### src/rtl/arya_mem_loader.sv
// arya_mem_loader
// Host-side loader and port-B arbiter for the Arya core's dual-port memory.
// In RUN the core's load/store requests pass straight through to port B.
// A host mode request (setup_mem / verify_mem) freezes the core. The host
// then gets word-at-a-time write (SETUP) or read-back (VERIFY) access, and
// the core is released afterwards. The core is restarted from PC 0 only
// when a SETUP session took place.
//
// Ports
//   clk, reset                 clock, asynchronous active-high reset
//   en                         external run enable for the core
//   setup_mem, verify_mem      host mode requests (levels)
//   host_req                   one-cycle host transfer strobe
//   mem_addr_in, mem_data_in   host word address / write data
//   mem_data_out               registered read-back data
//   host_ack                   one-cycle transfer-complete pulse
//   loader_busy                high whenever the core is not running
//   load_count                 words written in the last/current setup session
//   core_en_out, core_reset_out  core enable / core reset
//   core_addr_in, core_data_in, core_we_in  core's port-B request
//   mem_addrb, mem_dinb, mem_web, mem_doutb  memory port B (1-cycle read latency)
//
// state    | meaning
// RUN      | core running, port B passed through from the core
// QUIESCE  | one cycle: core frozen, mode chosen
// SETUP    | host writes, one word per cycle
// VERIFY   | host read-back, one word per three cycles
// RELEASE  | one cycle: core still frozen, reset pulsed if SETUP occurred
module arya_mem_loader #(
   parameter int DATAPATH_WIDTH = 64,
   parameter int MEM_ADDR_WIDTH = 10
) (
   input  logic                      clk,
   input  logic                      reset,
   input  logic                      en,
   input  logic                      setup_mem,
   input  logic                      verify_mem,
   input  logic                      host_req,
   input  logic [MEM_ADDR_WIDTH-1:0] mem_addr_in,
   input  logic [DATAPATH_WIDTH-1:0] mem_data_in,
   output logic [DATAPATH_WIDTH-1:0] mem_data_out,
   output logic                      host_ack,
   output logic                      loader_busy,
   output logic [MEM_ADDR_WIDTH:0]   load_count,
   output logic                      core_en_out,
   output logic                      core_reset_out,
   input  logic [MEM_ADDR_WIDTH-1:0] core_addr_in,
   input  logic [DATAPATH_WIDTH-1:0] core_data_in,
   input  logic                      core_we_in,
   output logic [MEM_ADDR_WIDTH-1:0] mem_addrb,
   output logic [DATAPATH_WIDTH-1:0] mem_dinb,
   output logic                      mem_web,
   input  logic [DATAPATH_WIDTH-1:0] mem_doutb
);

   typedef enum logic [2:0] {
      ST_RUN,
      ST_QUIESCE,
      ST_SETUP,
      ST_VERIFY,
      ST_RELEASE
   } state_t;

   localparam logic [MEM_ADDR_WIDTH:0] COUNT_MAX = '1;
   localparam logic [MEM_ADDR_WIDTH:0] COUNT_ONE = {{MEM_ADDR_WIDTH{1'b0}}, 1'b1};

   state_t                    state, state_nxt;
   logic                      wr_pend;
   logic                      rd_addr_ph;
   logic                      rd_data_ph;
   logic                      rd_ack;
   logic                      setup_seen;
   logic [MEM_ADDR_WIDTH-1:0] addr_q;
   logic [DATAPATH_WIDTH-1:0] data_q;
   logic                      accept_wr;
   logic                      accept_rd;
   logic                      xfer_pend;

   // A read occupies the address and data phases; requests during them are dropped.
   assign accept_wr = (state == ST_SETUP) && host_req;
   assign accept_rd = (state == ST_VERIFY) && host_req && !rd_addr_ph && !rd_data_ph;
   // A transfer being accepted this edge also holds off a mode change,
   // so it always completes in the mode that accepted it.
   assign xfer_pend = wr_pend || rd_addr_ph || rd_data_ph || accept_wr || accept_rd;

   always_ff @(posedge clk or posedge reset) begin
      if (reset) begin
         state        <= ST_RUN;
         wr_pend      <= 1'b0;
         rd_addr_ph   <= 1'b0;
         rd_data_ph   <= 1'b0;
         rd_ack       <= 1'b0;
         setup_seen   <= 1'b0;
         addr_q       <= '0;
         data_q       <= '0;
         mem_data_out <= '0;
         load_count   <= '0;
      end else begin
         state      <= state_nxt;
         wr_pend    <= accept_wr;
         rd_addr_ph <= accept_rd;
         rd_data_ph <= rd_addr_ph;
         rd_ack     <= rd_data_ph;
         if (accept_wr || accept_rd) begin
            addr_q <= mem_addr_in;
         end
         if (accept_wr) begin
            data_q <= mem_data_in;
         end
         if (rd_data_ph) begin
            mem_data_out <= mem_doutb;
         end
         if (state == ST_QUIESCE && state_nxt == ST_SETUP) begin
            load_count <= '0;
         end else if (wr_pend && load_count != COUNT_MAX) begin
            load_count <= load_count + COUNT_ONE;
         end
         if (state == ST_RUN && state_nxt == ST_QUIESCE) begin
            setup_seen <= 1'b0;
         end else if (state_nxt == ST_SETUP) begin
            setup_seen <= 1'b1;
         end
      end
   end

   always_comb begin
      state_nxt = state;
      case (state)
         ST_RUN: begin
            if (setup_mem || verify_mem) state_nxt = ST_QUIESCE;
         end
         ST_QUIESCE: begin
            state_nxt = setup_mem ? ST_SETUP : ST_VERIFY;
         end
         ST_SETUP: begin
            if (!xfer_pend && !setup_mem) begin
               state_nxt = verify_mem ? ST_VERIFY : ST_RELEASE;
            end
         end
         ST_VERIFY: begin
            if (!xfer_pend) begin
               if (setup_mem) state_nxt = ST_SETUP;
               else if (!verify_mem) state_nxt = ST_RELEASE;
            end
         end
         ST_RELEASE: begin
            state_nxt = ST_RUN;
         end
         default: begin
            state_nxt = ST_RUN;
         end
      endcase
   end

   always_comb begin
      loader_busy    = (state != ST_RUN);
      core_en_out    = (state == ST_RUN) && en;
      core_reset_out = reset || (state == ST_RELEASE && setup_seen);
      host_ack       = wr_pend || rd_ack;
      if (state == ST_RUN) begin
         mem_addrb = core_addr_in;
         mem_dinb  = core_data_in;
         mem_web   = core_we_in && !reset;
      end else begin
         mem_addrb = addr_q;
         mem_dinb  = data_q;
         mem_web   = wr_pend;
      end
   end

endmodule

### config.mk
export PLATFORM = sky130hd
export DESIGN_NAME = arya_mem_loader
export DESIGN_NICKNAME = d
export VERILOG_FILES = /design/src/rtl/arya_mem_loader.sv
export SDC_FILE = /design/constraint.sdc
export NUM_CORES = 1
export LEC_CHECK = 0
export CAP_MARGIN = 20
export CELL_PAD_IN_SITES_DETAIL_PLACEMENT = 0
export CELL_PAD_IN_SITES_GLOBAL_PLACEMENT = 2
export CORE_MARGIN = 2
export CORE_UTILIZATION = 25
export CTS_CLUSTER_SIZE = 10
export DETAILED_ROUTE_END_ITERATION = 6
export PLACE_DENSITY = 0.89
export SYNTH_ARGS = -nofsm -noshare
export SYNTH_HDL_FRONTEND = slang
export SYNTH_SLANG_ARGS = --single-unit
### constraint.sdc
create_clock -name clk -period 12.75 [get_ports clk]
set_clock_uncertainty 0.2 [all_clocks]
set_input_delay 2.55 -clock clk [delete_from_list [all_inputs] [get_ports clk]]
set_output_delay 2.55 -clock clk [all_outputs]
set_load 0.01 [all_outputs]
# ---- After elaboration in Yosys (flattened, before gate mapping)
# Cells that the tools add are included.
dict set report op_classes {
  reduce_logical 28
  muxes 15
  eq_ne 7
  add_sub_neg 1
}
# cell count
set op_table {}
lappend op_table {{$mux W64} 1}
lappend op_table {{$mux W11} 2}
lappend op_table {{$mux W3} 6}
lappend op_table {{$pmux W3 S4} 1}
lappend op_table {{$add A11 B1 Y11 const B} 1}
lappend op_table {{$logic_and A1 B1 Y1} 11}
lappend op_table {{$ne A11 B11 Y1 const B} 1}
lappend op_table {{$mux W10} 1}
lappend op_table {{$eq A3 B2 Y1 const B} 3}
lappend op_table {{$logic_or A1 B1 Y1} 8}
lappend op_table {{$eq A3 B1 Y1 const B} 2}
lappend op_table {{$logic_not A1 Y1} 5}
lappend op_table {{$mux W1} 4}
lappend op_table {{$reduce_bool A2 Y1} 2}
lappend op_table {{$eq A3 B3 Y1 const B} 1}
lappend op_table {{$logic_not A3 Y1} 1}
lappend op_table {{$reduce_bool A3 Y1} 1}
dict set report word_totals {
  elab_cells 61
  regBits 157
}

# ---- Depth between registers and ports, before layout
# Gate-level depths: netlist of run 1.
dict set report logic_depth {
  ltp_word 12
  ltp_mapped 7
  mapped_depth_nobuf 5
}

# ---- Worst setup path after synthesis of run 1
# Ideal clock, no wire load.
dict set report synth_path {
  path_type {input to output}
  from {in reset}
  to {out mem_web}
  cell_stages 3
  t_arrival_ps 6270
  n_path_buf 0
  setup_slack_ps 3730
  t_required_ps 10000
  cell_sequence {inv_1 nand3_1 nand2_1}
}
dict set report synth_via {
  elab_chain_len 3
}
# item line_no
set synth_lines {}
lappend synth_lines {{start, declared} 34} ;# input logic reset,
lappend synth_lines {{$logic_not A1 Y1} 163} ;# mem_web = core_we_in && !reset;
lappend synth_lines {{$logic_and A1 B1 Y1} 163}
lappend synth_lines {{$mux W1} 160} ;# if (state == ST_RUN) begin
lappend synth_lines {{end, declared} 52} ;# output logic mem_web,
# Every way passes these cells.

# ---- Worst setup path in the final report of run 1
# Ends and elaborated chain as after synthesis.

==> impl_metrics.py, run 1 <==
metrics = {
    "sta": {
        "maxSlewViolCount": 0,
        "finalWorstSetupSlack_ps": 5230,
        "setup_tns_ps": 0,
        "fmax_mhz": 133,
        "min_period_over_period": 0.589,
        "final_hold_viol_count": 0,
        "slew_headroom": 0.358,
        "setup_viol": 0,
        "rsz0062_at_grt": "false",
        "period_minus_slack_ps": 7520,
        "tightest_slew_ps": 962,
    },
    "cells_and_area": {
        "layout_common_cells": "clkdlybuf4s50_1, nand2_1, dfrtp_1, mux2_2, mux2_4",
        "post-route-util": 0.415,
        "syn_to_final_growth_pct": 63.9,
        "num_antenna_cells": 0,
        "fin_area_sq_um": 11900,
        "nets": 1223,
        "drive_gt1_frac": 0.182,
        "layout_commonest_cell": "clkdlybuf4s50_1",
    },
    "detailed_routing": {
        "via_count": 5955,
        "wire_per_inst_um": 16.4,
        "drc_errors": 0,
        "routed_wl_mm": 22.9,
        "vias_per_cell": 4.25,
        "drtIter0Drc": 277,
        "drt_first_pass_iters": 4,
        "antenna_left": 0,
    },
    "die": {
        "ioPinCount": 373,
        "rows": 62,
        "die_area_sq_um": 30500,
        "die_x_um": 175,
        "core-area_sq_um": 28700,
        "start_util": 0.253,
        "chipHeight_um": 175,
    },
    "place": {
        "dpl.hpwl_mm": 16.2,
        "pre_cts_slack_ps": 5180,
        "port_buffers": 372,
        "place_area_sq_um": 11300,
        "finalWeightedCongestion": 0.750,
    },
    "synthesis": {
        "syn_inst": 640,
        "ys_types": 37,
        "synth_nets": 860,
        "ys_ff_latch": 157,
        "synth_area_leaders": "dfrtp_1, mux2_2, nand2_1",
        "synth_compound_area_frac": 0.0164,
        "synth-xor-area-share": 0.00121,
        "synthSimpleGateAreaFrac": 0.161,
        "yosysWarnings": 0,
        "synthAdderAreaFrac": 0.00172,
        "synthMuxAreaShare": 0.242,
        "synth_top_area_share": 0.541,
        "synth_top_family_by_area": "multiplexers",
        "synth.avg_cell_area_sq_um": 11.4,
        "synth_area_sq_um": 7270,
        "seq_area_frac_synth": 0.541,
        "synth_top_area_cell": "dfrtp_1",
    },
    "critical_path": {
        "crit_type": "in -> out",
        "end_kind": "output pin",
        "critical_path_peak_fanout": 51,
        "cp.required_ps": 10000,
        "worstPathArrival_ps": 4770,
        "cp-start-kind": "input port",
    },
    "global_routing": {
        "grt_overflow_total": 0,
        "grt_pass1_vias": 6413,
        "grt_start_max_net_pins": 77,
        "grt_pass1_wl_mm": 36.1,
        "antenna_found_initial": 0,
        "track_usage": 0.151,
    },
    "clock_tree": {
        "clockBufferDepth": 2,
        "post-cts-setup-buffer-count": 0,
        "clock-sinks": 157,
        "path_clk_slew_ps": 70,
        "cts_buffers": 17,
        "ctsResizeCount": 0,
        "clk_latency_ps": 420,
        "cts-root-buf": "clkbuf_16",
        "hold_buffers": 0,
        "htreeDepth": 4,
        "cts_tree": "built",
    },
    "pwr": {
        "powerDensity_nw_per_um2": 250,
        "p_leak_nw": 5.19,
        "peakVddDrop_mv": 0.107,
        "p_total_mw": 2.98,
    },
    "flow_run": {
        "maxCapViolCount": 0,
    },
    "min_path": {
        "min_path_type": "reg -> reg",
    },
    "outcome": {
        "status": "completed",
    },
}
layer usage:
metal  wire, um  vias to the layer above  GRT usage
met5          0                        -          0
met4        548                        0     0.0493
met3       2250                       25     0.0610
met2      10700                      276      0.245
met1       9450                     2794      0.184
li1           -                     2860          -
cell usage after synthesis:
cell        n
and2_1      2
nor4_4      1
nor2_1     12
dfrtp_1   157
and4_1      1
o31ai_1     3
buf_2      15
clkbuf_1    8
ha_1        1
a21oi_1     4
buf_1       3
mux2_2     89
and3_1      3
a21o_1      1
nand3_1     9
and3b_2     1
nor2b_4     1
o21ai_0     8
mux2_4     49
buf_4       1
nand4_1     3
mux2i_1     2
nand3b_1    1
a31oi_1     2
nor3_1      2
buf_6       3
or4_1       5
nor3_2      1
xor2_1      1
inv_1       4
or2_2       1
a31o_1      1
o211ai_1    1
buf_12      5
nand2_1   237
or3_1       1
nor3b_1     1
metrics by stage:
stage / hold WS (ps) / std cells
6_report: 297 / 1400
5_1_grt: 303 / 1400
4_1_cts: 291 / 1399
3_5_place_dp: 271 / 1367
3_3_place_gp: 268 / 1367
2_1_floorplan: 243 / 640
critical path: stages:
cell and delay, ps:
clkdlybuf4s50_1 470, inv_6 310, buf_4 610, nand3_1 140, nand2_1 110, clkdlybuf4s50_1 540
cell type report:
cell class	instances	area (sq um)
clock buffer	17	425
clock inverter	15	209
fill	2755	16800
inverter	4	20.0
multi-input combinational	444	3070
sequential	157	3930
tap	384	480
timing repair buffer	379	3770
logic make-up after synthesis:
group | after synthesis
and+or+nand+nor | 282
adders and majority gates | 1
AOI/OAI and AO/OA | 20
buffers and inverters | 39
muxes | 140
xor gates and xnor gates | 1
DFF | 157
report_power, final:
| group | internal (mW) | switching [mW] | total [mW] |
|---|---|---|---|
| registers | 0.747 | 0.158 | 0.906 |
| logic | 0.912 | 0.624 | 1.54 |
| clock network | 0.272 | 0.268 | 0.540 |
registers in the layout, indices dropped and copies added (netlist names):
name          flops
data_q           64
mem_data_out     64
load_count       11
addr_q           10
state             3
rd_ack            1
rd_addr_ph        1
rd_data_ph        1
setup_seen        1
wr_pend           1
final timing paths:
kind / slack (ps) / cells after the start / end / start
hold reg to reg: 300 / 0 / rd_data_ph$_DFF_PP0_ / rd_addr_ph$_DFF_PP0_
max in group asynchronous: 8770 / 3 / data_q[35]$_DFFE_PP0P_ / reset
min in group asynchronous: 2270 / 2 / mem_data_out[37]$_DFFE_PP0P_ / reset
setup / recovery: 5230 / 6 / mem_web / reset
setup reg to reg: 9670 / 4 / data_q[2]$_DFFE_PP0P_ / state[1]$_DFF_PP0_
hold / removal: 300 / 0 / rd_data_ph$_DFF_PP0_ / rd_addr_ph$_DFF_PP0_
Note: power is estimated with default switching activity, not from simulation.
==> run 2, diff against run 1 <==
--- a/config.mk
+++ b/config.mk
@@ -9,10 +9,10 @@
 export CELL_PAD_IN_SITES_DETAIL_PLACEMENT = 0
 export CELL_PAD_IN_SITES_GLOBAL_PLACEMENT = 2
 export CORE_MARGIN = 2
-export CORE_UTILIZATION = 25
+export CORE_UTILIZATION = 21
 export CTS_CLUSTER_SIZE = 10
 export DETAILED_ROUTE_END_ITERATION = 6
-export PLACE_DENSITY = 0.89
+export PLACE_DENSITY = 0.8
 export SYNTH_ARGS = -nofsm -noshare
 export SYNTH_HDL_FRONTEND = slang
 export SYNTH_SLANG_ARGS = --single-unit
==> constraint.sdc (replaced) <==
create_clock -name clk -period 6.6 [get_ports clk]
set_clock_uncertainty 0.2 [all_clocks]
set_input_delay 1.32 -clock clk [delete_from_list [all_inputs] [get_ports clk]]
set_output_delay 1.32 -clock clk [all_outputs]
set_load 0.01 [all_outputs]
==> impl_metrics.py, run 2 (synthesis results as in run 1) <==
metrics = {
    "outcome": {
        "status": "completed",
    },
    "sta": {
        "slew_headroom": 0.367,
        "tightest_slew_ps": 950,
        "finalWorstSetupSlack_ps": 2110,
        "final_hold_viol_count": 0,
        "rsz0062_at_grt": "false",
        "maxSlewViolCount": 0,
        "setup_viol": 0,
        "period_minus_slack_ps": 4490,
        "worst_hold_slack_ps": 280,
        "fmax_mhz": 223,
        "setup_tns_ps": 0,
        "min_period_over_period": 0.680,
    },
    "detailed_routing": {
        "antenna_left": 0,
        "drtIter0Drc": 101,
        "routed_wl_mm": 23.4,
        "wire_per_inst_um": 15.9,
        "vias_per_cell": 4.03,
        "drt_first_pass_iters": 4,
        "drc_errors": 0,
        "via_count": 5934,
    },
    "cells_and_area": {
        "top_regs": "data_q: 64 flops, mem_data_out: 64 flops, load_count: 11 flops",
        "drive_gt1_frac": 0.183,
        "layout_commonest_cell": "clkdlybuf4s50_1",
        "num_antenna_cells": 0,
        "layout_common_cells": "clkdlybuf4s50_1, nand2_1, dfrtp_1, mux2_2, mux2_4",
        "nets": 1224,
        "syn_to_final_growth_pct": 65.4,
    },
    "critical_path": {
        "ff2ff_setup_slack_ps": 4260,
        "critical_path_peak_fanout": 42,
        "end_kind": "output pin",
        "cp-start-kind": "flop",
        "r2r-end": "addr_q[9]$_DFFE_PP0P_",
        "worstPathArrival_ps": 2970,
        "r2r_start": "rd_data_ph$_DFF_PP0_",
        "crit_path_end": "mem_dinb[41]",
        "cp.required_ps": 5080,
        "crit_start": "state[0]$_DFF_PP0_",
        "crit_type": "reg -> out",
        "reg2reg_depth": 4,
    },
    "global_routing": {
        "grt_pass1_vias": 6351,
        "antenna_found_initial": 0,
        "grt_pass1_wl_mm": 36.1,
        "grt_overflow_total": 0,
        "track_usage": 0.131,
        "grt_start_max_net_pins": 77,
    },
    "place": {
        "pre_cts_slack_ps": 2090,
        "port_buffers": 372,
        "finalWeightedCongestion": 0.712,
        "dpl.hpwl_mm": 16.6,
    },
    "die": {
        "start_util": 0.212,
        "die_area_sq_um": 36100,
        "core-area_sq_um": 34300,
        "ioPinCount": 373,
        "rows": 68,
        "chipHeight_um": 190,
        "die_x_um": 190,
    },
    "clock_tree": {
        "hold_buffers": 0,
        "htreeDepth": 4,
        "clockBufferDepth": 2,
        "cts_buffers": 17,
        "cts_tree": "built",
        "path_clk_slew_ps": 60,
        "cts-root-buf": "clkbuf_16",
        "post-cts-setup-buffer-count": 0,
        "clk_latency_ps": 430,
        "ctsResizeCount": 0,
        "clock-sinks": 157,
    },
    "pwr": {
        "powerDensity_nw_per_um2": 484,
        "p_leak_nw": 5.21,
        "peakVddDrop_mv": 0.311,
    },
    "min_path": {
        "min_path_type": "reg -> reg",
    },
    "flow_run": {
        "maxCapViolCount": 0,
    },
}
-- run 2: per-stage QoR --
step	area [sq um]	power [mW]	util	instances
after floorplan	7270	3.24	-	640
after global placement	11400	4.76	0.332	1439
after detailed placement	11400	4.78	0.332	1439
after CTS	12000	5.93	0.350	1471
after global routing	12000	6.23	0.351	1472
final	12000	5.82	0.351	1472
-- run 2: report_power, final --
group / total (mW) / internal (mW) / switching (mW) / leakage, nW
Combinational: 2.97 / 1.76 / 1.21 / 3.02
Sequential: 1.75 / 1.45 / 0.304 / 1.87
Clock: 1.10 / 0.654 / 0.446 / 0.317
-- run 2: worst max-delay path, cell delays in order, from the launching register on --
cell and delay, ps:
dfrtp_1 570, nor3_4 80, inv_2 570, buf_4 530, nand2_1 130, nand2_1 90, clkdlybuf4s50_1 530
-- run 2: layout make-up --
cell class	instances	area [sq um]
multi-input combinational	444	3070
clock inverter	14	206
timing repair buffer	380	3780
clock buffer	18	439
sequential	157	3930
inverter	4	20.0
tap	455	569
fill	3469	22300
-- run 2: how the worst min path moves through the flow --
| stage | from | endpoint | slack [ps] | cells past startpoint |
|---|---|---|---|---|
| after floorplan | rd_addr_ph$_DFF_PP0_ | rd_data_ph$_DFF_PP0_ | 240 | 0 |
| after global placement | rd_addr_ph$_DFF_PP0_ | rd_data_ph$_DFF_PP0_ | 260 | 0 |
| after detailed placement | rd_addr_ph$_DFF_PP0_ | rd_data_ph$_DFF_PP0_ | 270 | 0 |
| after CTS | rd_addr_ph$_DFF_PP0_ | rd_data_ph$_DFF_PP0_ | 280 | 0 |
| after global routing | rd_addr_ph$_DFF_PP0_ | rd_data_ph$_DFF_PP0_ | 290 | 0 |
| final | rd_addr_ph$_DFF_PP0_ | rd_data_ph$_DFF_PP0_ | 280 | 0 |
-- run 2: per-layer routing --
metal | wire, um | global-route usage | part of all wire
met5 | 0 | 0 | 0
met4 | 274 | 0.0385 | 0.012
met3 | 2120 | 0.0533 | 0.091
met2 | 11300 | 0.220 | 0.48
met1 | 9710 | 0.153 | 0.42
